==> config.mk <==
export PLATFORM = sky130hd
export DESIGN_NAME = result_writeback
export DESIGN_NICKNAME = d
export VERILOG_FILES = /design/src/rtl/result_wb_pkg.sv /design/src/rtl/result_writeback_sync_fifo.sv /design/src/rtl/result_writeback.sv
export SDC_FILE = /design/constraint.sdc
export NUM_CORES = 1
export LEC_CHECK = 0
export BUFFER_PORTS_ARGS = -buffer_cell sky130_fd_sc_hd__buf_2
export CAP_MARGIN = 20
export CORE_MARGIN = 2
export CORE_UTILIZATION = 52
export DETAILED_ROUTE_END_ITERATION = 6
export GPL_ROUTABILITY_DRIVEN = 0
export PLACE_DENSITY = 0.76
export RECOVER_POWER = 100
export REMOVE_ABC_BUFFERS = 1
export SYNTH_ARGS = -nofsm -noshare
export SYNTH_HDL_FRONTEND = slang
export SYNTH_HIERARCHICAL = 1
export SYNTH_SLANG_ARGS = --single-unit
export TNS_END_PERCENT = 30
==> constraint.sdc <==
create_clock -name clk -period 6.07 [get_ports clk]
set_input_delay 0.607 -clock clk [delete_from_list [all_inputs] [get_ports clk]]
set_output_delay 0.607 -clock clk [all_outputs]
set_load 0.02 [all_outputs]
==> src/rtl/result_wb_pkg.sv <==
// Shared types and helpers for the result write-back stage: FSM states,
// lane slicing and unsigned pixel saturation.
package result_wb_pkg;

  typedef enum logic [1:0] {
    S_IDLE,
    S_RUN,
    S_DRAIN,
    S_DONE
  } wb_state_e;

  // Saturation is evaluated at this fixed width so one function serves any lane/pixel size.
  localparam int SAT_CALC_W = 64;

  function automatic int lane_lsb(input int lane, input int lane_w);
    return lane * lane_w;
  endfunction

  function automatic logic [SAT_CALC_W-1:0] pix_max(input int pix_w);
    return (SAT_CALC_W'(1) << pix_w) - SAT_CALC_W'(1);
  endfunction

  function automatic logic exceeds(input logic [SAT_CALC_W-1:0] lane, input int pix_w);
    return lane > pix_max(pix_w);
  endfunction

  function automatic logic [SAT_CALC_W-1:0] saturate(input logic [SAT_CALC_W-1:0] lane,
                                                     input int pix_w);
    return exceeds(lane, pix_w) ? pix_max(pix_w) : lane;
  endfunction

endpackage

==> src/rtl/result_writeback_sync_fifo.sv <==
// Generic synchronous show-ahead FIFO: the head entry is readable while empty_o is low.
// Push when full and pop when empty are ignored.
module sync_fifo #(
  parameter int WIDTH = 64,
  parameter int DEPTH = 4
) (
  input  logic             clk,
  input  logic             reset,
  input  logic             push_i,
  input  logic [WIDTH-1:0] wdata_i,
  input  logic             pop_i,
  output logic [WIDTH-1:0] rdata_o,
  output logic             full_o,
  output logic             empty_o
);
  localparam int AW = $clog2(DEPTH);

  logic [WIDTH-1:0] mem_q [DEPTH];
  logic [AW:0]      wr_q, wr_d;
  logic [AW:0]      rd_q, rd_d;

  // Extra pointer bit distinguishes full from empty when the indices match.
  assign full_o  = (wr_q[AW] != rd_q[AW]) && (wr_q[AW-1:0] == rd_q[AW-1:0]);
  assign empty_o = (wr_q == rd_q);
  assign rdata_o = mem_q[rd_q[AW-1:0]];

  always_comb begin
    wr_d = wr_q;
    rd_d = rd_q;
    if (push_i && !full_o) wr_d = wr_q + (AW+1)'(1);
    if (pop_i && !empty_o) rd_d = rd_q + (AW+1)'(1);
  end

  always_ff @(posedge clk) begin
    if (reset) begin
      wr_q <= '0;
      rd_q <= '0;
    end else begin
      wr_q <= wr_d;
      rd_q <= rd_d;
    end
  end

  always_ff @(posedge clk) begin
    if (push_i && !full_o) mem_q[wr_q[AW-1:0]] <= wdata_i;
  end

endmodule

==> src/rtl/result_writeback.sv <==
// Accepts rows of PE results, saturates each lane to a pixel and writes pixels to RAM
// one per cycle at consecutive addresses. Optional macro: RESULT_WB_SATCOUNT_EN.
module result_writeback
  import result_wb_pkg::*;
#(
  parameter int RAM_ADDR_WIDTH = 6,
  parameter int RAM_DATA_WIDTH = 8,
  parameter int PE_DATA_WIDTH  = 16,
  parameter int DEPTH          = 4,
  parameter int FIFO_DEPTH     = 4,
  parameter int BASE_ADDR      = 0,
  parameter int ROWS_WIDTH     = 5
) (
  input  logic                           clk,
  input  logic                           reset,
  input  logic                           start,
  input  logic [ROWS_WIDTH-1:0]          num_rows,
  input  logic                           in_valid,
  input  logic [PE_DATA_WIDTH*DEPTH-1:0] in_data,
  output logic                           in_ready,
  output logic                           ram_we,
  output logic [RAM_ADDR_WIDTH-1:0]      ram_addr,
  output logic [RAM_DATA_WIDTH-1:0]      ram_wdata,
  output logic                           busy,
  output logic                           done,
  output logic [RAM_ADDR_WIDTH:0]        sat_count
);
  localparam int LCW = (DEPTH > 1) ? $clog2(DEPTH) : 1;
  localparam int RW  = PE_DATA_WIDTH * DEPTH;

  wb_state_e                 state_q, state_d;
  logic [ROWS_WIDTH-1:0]     num_rows_q, num_rows_d;
  logic [ROWS_WIDTH-1:0]     rows_q, rows_d;
  logic [RAM_ADDR_WIDTH-1:0] wptr_q, wptr_d;
  logic [LCW-1:0]            lane_q, lane_d;
  logic                      ram_we_q, ram_we_d;
  logic [RAM_ADDR_WIDTH-1:0] ram_addr_q, ram_addr_d;
  logic [RAM_DATA_WIDTH-1:0] ram_wdata_q, ram_wdata_d;

  logic                      fifo_push, fifo_pop, fifo_full, fifo_empty;
  logic [RW-1:0]             fifo_head;
  logic [PE_DATA_WIDTH-1:0]  lanes [DEPTH];
  logic [SAT_CALC_W-1:0]     cur_lane;
  logic                      ser_active, last_lane;

  sync_fifo #(.WIDTH(RW), .DEPTH(FIFO_DEPTH)) u_fifo (
    .clk     (clk),
    .reset   (reset),
    .push_i  (fifo_push),
    .wdata_i (in_data),
    .pop_i   (fifo_pop),
    .rdata_o (fifo_head),
    .full_o  (fifo_full),
    .empty_o (fifo_empty)
  );

  for (genvar gi = 0; gi < DEPTH; gi++) begin : g_lane
    assign lanes[gi] = fifo_head[lane_lsb(gi, PE_DATA_WIDTH) +: PE_DATA_WIDTH];
  end

  assign cur_lane   = SAT_CALC_W'(lanes[lane_q]);
  assign last_lane  = (lane_q == LCW'(DEPTH - 1));
  assign ser_active = ((state_q == S_RUN) || (state_q == S_DRAIN)) && !fifo_empty;
  // Push looks only at full, never at a same-cycle pop, to keep in_ready off the pop path.
  assign fifo_push  = (state_q == S_RUN) && in_valid && !fifo_full;
  assign fifo_pop   = ser_active && last_lane;

  assign in_ready  = (state_q == S_RUN) && !fifo_full;
  assign busy      = (state_q == S_RUN) || (state_q == S_DRAIN);
  assign done      = (state_q == S_DONE);
  assign ram_we    = ram_we_q && !reset;
  assign ram_addr  = ram_addr_q;
  assign ram_wdata = ram_wdata_q;

  always_comb begin
    state_d     = state_q;
    num_rows_d  = num_rows_q;
    rows_d      = rows_q;
    wptr_d      = wptr_q;
    lane_d      = lane_q;
    ram_we_d    = 1'b0;
    ram_addr_d  = ram_addr_q;
    ram_wdata_d = ram_wdata_q;
    unique case (state_q)
      S_IDLE: begin
        if (start) begin
          if (num_rows != '0) begin
            num_rows_d = num_rows;
            rows_d     = '0;
            wptr_d     = RAM_ADDR_WIDTH'(BASE_ADDR);
            state_d    = S_RUN;
          end else begin
            state_d = S_DONE;
          end
        end
      end
      S_RUN: begin
        if (fifo_push) begin
          rows_d = rows_q + ROWS_WIDTH'(1);
          if (rows_d == num_rows_q) state_d = S_DRAIN;
        end
      end
      // Waiting for ram_we_q to clear means the final write has been presented.
      S_DRAIN: begin
        if (fifo_empty && !ram_we_q && (lane_q == '0)) state_d = S_DONE;
      end
      S_DONE:  state_d = S_IDLE;
      default: state_d = S_IDLE;
    endcase

    if (ser_active) begin
      ram_we_d    = 1'b1;
      ram_addr_d  = wptr_q;
      ram_wdata_d = RAM_DATA_WIDTH'(saturate(cur_lane, RAM_DATA_WIDTH));
      wptr_d      = wptr_q + RAM_ADDR_WIDTH'(1);
      lane_d      = last_lane ? '0 : lane_q + LCW'(1);
    end
  end

  always_ff @(posedge clk) begin
    if (reset) begin
      state_q     <= S_IDLE;
      num_rows_q  <= '0;
      rows_q      <= '0;
      wptr_q      <= RAM_ADDR_WIDTH'(BASE_ADDR);
      lane_q      <= '0;
      ram_we_q    <= 1'b0;
      ram_addr_q  <= RAM_ADDR_WIDTH'(BASE_ADDR);
      ram_wdata_q <= '0;
    end else begin
      state_q     <= state_d;
      num_rows_q  <= num_rows_d;
      rows_q      <= rows_d;
      wptr_q      <= wptr_d;
      lane_q      <= lane_d;
      ram_we_q    <= ram_we_d;
      ram_addr_q  <= ram_addr_d;
      ram_wdata_q <= ram_wdata_d;
    end
  end

`ifdef RESULT_WB_SATCOUNT_EN
  logic [RAM_ADDR_WIDTH:0] sat_q;
  logic                    sat_clr;

  assign sat_clr   = (state_q == S_IDLE) && start;
  assign sat_count = sat_q;

  always_ff @(posedge clk) begin
    if (reset || sat_clr) begin
      sat_q <= '0;
    end else if (ser_active && exceeds(cur_lane, RAM_DATA_WIDTH)) begin
      sat_q <= sat_q + (RAM_ADDR_WIDTH+1)'(1);
    end
  end
`else
  assign sat_count = '0;
`endif

endmodule

# [Word level (Yosys, flattened, before mapping)]
# Memory sizes are Yosys's and may differ from the RTL's. A register that Yosys moved wholly into a read port is not among the register bits.
# Cells that the tools add are included.
[totals] input_bits=73 latchBits=0 register_bits=41 n_memories=1 word_cells=83 mem_bits_ro=0 ramBits=256
[memory_table] name="u_fifo.mem_q" words=4 width=64 rd=1 rd_ports_with_merged_regs=1 wr=1 line="result_writeback_sync_fifo.sv:18" rtl="logic [WIDTH-1:0] mem_q [DEPTH];"
[classes] multipliers=0 div_mod_pow=0 n_reduce_logical=27 n_bitwise=1 shift=0 addsub=5 order_cmp=2 mux=24 n_eq_ne=13
[ops] cell="$bmux 16 s2" count=1
[ops] cell="$mux 16" count=2
[ops] cell="$mux 6" count=4
[ops] cell="$gt 16x8->1 const B" count=1
[ops] cell="$mux 2" count=8
[ops] cell="$mux 5" count=3
[ops] cell="$logic_and 1x1->1" count=11
[ops] cell="$pmux 5 s2" count=1
[ops] cell="$mux 8" count=1
[ops] cell="$pmux 2 s4" count=1
[ops] cell="$reduce_and 4->1" count=2
[ops] cell="$reduce_bool 2->1" count=4
[ops] cell="$add 3x1->3 const B" count=2
[ops] cell="$add 6x1->6 const B" count=1
[ops] cell="$eq 2x2->1 const B" count=3
[ops] cell="$ne 2x1->1 const B" count=3
[ops] cell="$reduce_and 3->1" count=2
[ops] cell="$add 5x1->5 const B" count=1
[ops] cell="$eq 5x5->1" count=1
[ops] cell="$reduce_bool 5->1" count=1
[ops] cell="$logic_not 1->1" count=4
[ops] cell="$logic_not 2->1" count=2
[ops] cell="$ne 2x2->1 const B" count=2
[ops] cell="$eq 3x3->1" count=1
[ops] cell="other kinds (8)" count=10

# [Longest topological paths before layout]
[logic_depth] word_depth=7 mapped_depth=10

# [Modules after synthesis]
# Netlist, hierarchy kept.
[modules_own_cells] mod="sync_fifo" area_per_inst_um2=9788.1 seq_area_each_um2=7847.5 cells_each=402 instances=1
[modules_own_cells] mod="result_writeback" area_per_inst_um2=1963.1 seq_area_each_um2=700.7 cells_each=232 instances=1

# [Least setup slack after synthesis]
# Ideal clock, no wire load.
[synth_path] path_kind="reg-to-reg" from="reg u_fifo.rd_q[1]" to="mem u_fifo.mem_q[3][0], enable pin" path_buffers=1 setup_slack_ns=0.637 stages_incl_launch_ff=9 arrival_ns=4.909 path_cell_list="dfxtp_1 clkbuf_4 xnor2_1 nand2_1 nor2_1 and2b_1 and2_0 nand2_1 a31oi_1"
[synth_between] elab_chain_cells=7
[synth_rtl] item="from (decl)" line="result_writeback_sync_fifo.sv:20" rtl="logic [AW:0] rd_q, rd_d;"
[synth_rtl] item="from (signal assigned)" line="result_writeback_sync_fifo.sv:40" rtl="rd_q <= rd_d;"
[synth_rtl] item="$eq 2x2->1" line="result_writeback_sync_fifo.sv:23" rtl="assign full_o = (wr_q[AW] != rd_q[AW]) && (wr_q[AW-1:0] == rd_q[AW-1:0]);"
[synth_rtl] item="$logic_and 1x1->1" line="result_writeback_sync_fifo.sv:23"
[synth_rtl] item="named net fifo_full" line="result_writeback.sv:40" rtl="logic fifo_push, fifo_pop, fifo_full, fifo_empty;"
[synth_rtl] item="$logic_not 1->1" line="result_writeback.sv:65" rtl="assign fifo_push = (state_q == S_RUN) && in_valid && !fifo_full;"
[synth_rtl] item="$logic_and 1x1->1" line="result_writeback.sv:65"
[synth_rtl] item="named net fifo_push" line="result_writeback.sv:40"
[synth_rtl] item="$logic_and 1x1->1" line="result_writeback_sync_fifo.sv:45" rtl="if (push_i && !full_o) mem_q[wr_q[AW-1:0]] <= wdata_i;"
[synth_rtl] item="$mux 1" line="result_writeback_sync_fifo.sv:45"
[synth_rtl] item="$mux 1 (not written as such)" line="result_writeback_sync_fifo.sv:45"
[synth_rtl] item="to (decl)" line="result_writeback_sync_fifo.sv:18"
# The timed path passes the listed nets, and every way through them passes these cells.

==> summary.md <==
| Metric | Value |
|---|---|
| Setup TNS | `0 ps` |
| Vias per cell | `5.84` |
| CP bufs+invs | `1` |
| RSZ-0062 raised after global routing | `false` |
| Synth Flop Type | `edfxtp_1` |
| Post-CTS Resized | `0` |
| Hpwl dp | `13300 um` |
| Total power divided by cell area | `354 nW/um^2` |
| DRT iter0 DRCs | `455` |
| R2R depth | `6` |
| Pleak | `4.16 nW` |
| Gr usage total | `0.184` |
| Failing checks | `max-capacitance violations, max-slew violations` |
| Setup repair bufs after CTS | `0` |
| Number of routed nets with antenna violations | `0` |
| CP Max Fanout | `36` |
| CTS tree | `done` |
| Routed via count | `6083` |
| CP Data Arrival Time | `5140 ps` |
| Worst hold slack | `334 ps` |
| First-pass GRT wire length | `34200 um` |
| Tcrit/Tclk final | `0.795` |
| Startpoint Class | `register` |
| Initial antenna violation count | `0` |
| Setup crit end kind | `register` |
| Grt ovf | `0` |
| Final hold violations | `0` |
| Final Core Density | `0.597` |
| Share of synthesized flip-flops with an asynchronous set or reset | `0` |
| Post-synth EDFFs | `256` |
| Area delta synth->final | `13.9%` |
| IO Port Bufs | `90` |
| Max Slew Vio Count | `195` |
| CORE AREA | `22400 um^2` |
| Status | `finished with violations` |
| Synthesized flop and latch total | `299` |
| Num CTS Buffers | `29` |
| # fillers | `1621` |
| Share of the synthesized area in the top cell type | `0.654` |
| Layout cells sized above 1 | `0.171` |
| Final setup viols | `0` |
| Synth area leader | `edfxtp_1` |
| Hold buffer count at cts | `0` |
| FF-to-FF setup slack | `1240 ps` |
| Hold depth | `1` |
| Max Cap Violations | `6` |
| Worst min path class | `input port to register` |
| Mapped cell area | `11800 um^2` |
| Max_slew headroom | `-0.412` |
| Critical path's slowest cell | `a211oi_1` |
| DRC | `0` |
| Largest net degree at the start of global routing | `65` |
| Drt total wl | `22000 um` |
| Reg area | `8550 um^2` |
| Sink Count | `299` |
| Worst-Margin Slew | `2120 ps` |
| Leading cell types in the layout, fill and taps excluded | `edfxtp_1 (256), clkbuf_1 (89), mux4_2 (64), dfxtp_1 (42), nand2_1 (33)` |
| Worst hold start | `in_data[19]` |
| Fin nets | `820` |
| Clock tree root buffer cell | `clkbuf_16` |
| Maximum VDD drop | `0.292 mV` |
| CP peak stage delay | `1410 ps` |
| FF-to-FF End | `ram_wdata[5]` |
| Die Ht | `154 um` |
| Vias in the first global route | `6392` |
| Die W | `154 um` |
| Clk_lat worst skew | `530 ps` |
| Area contributors post-synth | `edfxtp_1 (65%), mux4_2 (12%), dfxtp_1 (7.3%)` |
| Worst path required time | `6380 ps` |
| Full die area | `23800 um^2` |
| Routed length per instance | `21.1 um` |
| Syn Inst Count | `634` |
| Crit path cell chain | `buf_4 > mux4_2 > nor4_1 > nand3_1 > a211oi_1 > a221oi_1` |
| Tmin final | `4830 ps` |
| Crit path max-delay family | `compound AO/OA/AOI/OAI gates` |
| Commonest non-fill, non-tap cell in the layout | `edfxtp_1` |
| Min-Delay Endpoint | `u_fifo/mem_q[3][19]` |
| Multi-input combinational cell area | `2990 um^2` |
| Io pins | `98` |
| Non-filler cells, final | `1041` |
| # diodes | `0` |
| Clock Tree Buf Depth | `3` |
| Drt first pass iters | `5` |
| Avg Inst Size Synth | `18.5 um^2` |
| Post-synthesis sequential area ratio | `0.727` |
| Crit Path Category | `register to register` |
| Std cell rows | `55` |
| Initial Utilization | `0.524` |
| FMAX | `0.207 GHz` |
| H-Tree Depth | `1` |
| Post-Route Skew | `10.1 ps` |
| Synth warn | `6` |
| Dpl cells | `986` |
| Yosys cell types | `50` |
| Worst-path clk slew | `60 ps` |
-- metrics by stage --
| stage | area [um^2] | worst slack, ps | power [mW] |
|---|---|---|---|
| floorplan | 11600 | 632 | 2.74 |
| global placement | 12500 | 2390 | 2.87 |
| detailed placement | 12500 | 2230 | 2.89 |
| CTS | 13500 | 2230 | 4.79 |
| global route | 13400 | 986 | 4.91 |
| finish | 13400 | 1240 | 4.74 |
-- cell type report --
cell class | count | area share
tap | 285 | 0.0266
clock buffer | 33 | 0.0553
multi-input combinational | 295 | 0.224
sequential | 299 | 0.639
clock inverter | 20 | 0.0210
timing repair buffer | 99 | 0.0321
inverter | 10 | 0.00280
-- cell usage after synthesis, drive strengths merged, types with 8 or more instances --
master and n:
o21ai 8, o21bai 8, buf 25, xnor2 8, mux2i 16, ha 13
dfxtp 43, nor4 8, nand3 17, nor2 12, mux4 64, a21oi 26
edfxtp 256, clkbuf 11, nand2 33, inv 10, a221oi 8
-- cell families after synthesis --
| kind of cell | share of synthesized area |
|---|---|
| buf+inv | 0.0212 |
| xor+xnor | 0.0110 |
| simple gates | 0.0435 |
| mux | 0.137 |
| compound gates | 0.0455 |
| fa+ha+maj | 0.0138 |
| other cells | 0.000319 |
| flops | 0.727 |
-- metal layers --
layer,GRT usage,part of all wire,wire (um)
met1,0.241,0.42,9190
met2,0.328,0.51,11200
met3,0.0272,0.056,1230
met4,0.0489,0.015,326
met5,0,0,0
-- registers in the layout, indices dropped and copies added, names as in the netlist, named ones only --
name          count
wptr_q            6
u_fifo/wr_q       3
ram_wdata         8
ram_addr          6
lane_q            2
state_q           2
u_fifo/mem_q    256
u_fifo/rd_q       3
ram_we_q          1
rows_q            5
num_rows_q        5
-- worst max path at each step --
stage | from | end | slack, ps | depth (start not counted)
detailed placement | u_fifo/wr_q[0] | u_fifo/mem_q[0][51] | 2230 | 9
CTS | u_fifo/wr_q[0] | u_fifo/mem_q[0][19] | 2230 | 9
global route | u_fifo/wr_q[1] | u_fifo/mem_q[0][35] | 990 | 10
global placement | u_fifo/wr_q[1] | u_fifo/mem_q[0][35] | 2390 | 9
finish | register | ram_wdata[5] | 1240 | 6
floorplan | u_fifo/wr_q[1] | u_fifo/mem_q[3][0] | 630 | 7
-- where the power goes --
group,leakage [nW],switching [mW],internal (mW)
registers,2.66,0.0505,2.35
logic,0.995,0.267,0.182
clock network,0.504,0.721,1.17
total,4.16,1.04,3.70
-- worst register-to-register path, delay by kind of cell (launching register included) --
| family | cells | cell delay [ps] |
|---|---|---|
| muxes | 1 | 400 |
| DFF | 1 | 1280 |
| buffers and inverters | 1 | 620 |
| and+or+nand+nor | 2 | 630 |
| AOI/OAI and AO/OA | 2 | 1700 |
Note: power is estimated with default switching activity, not from simulation.
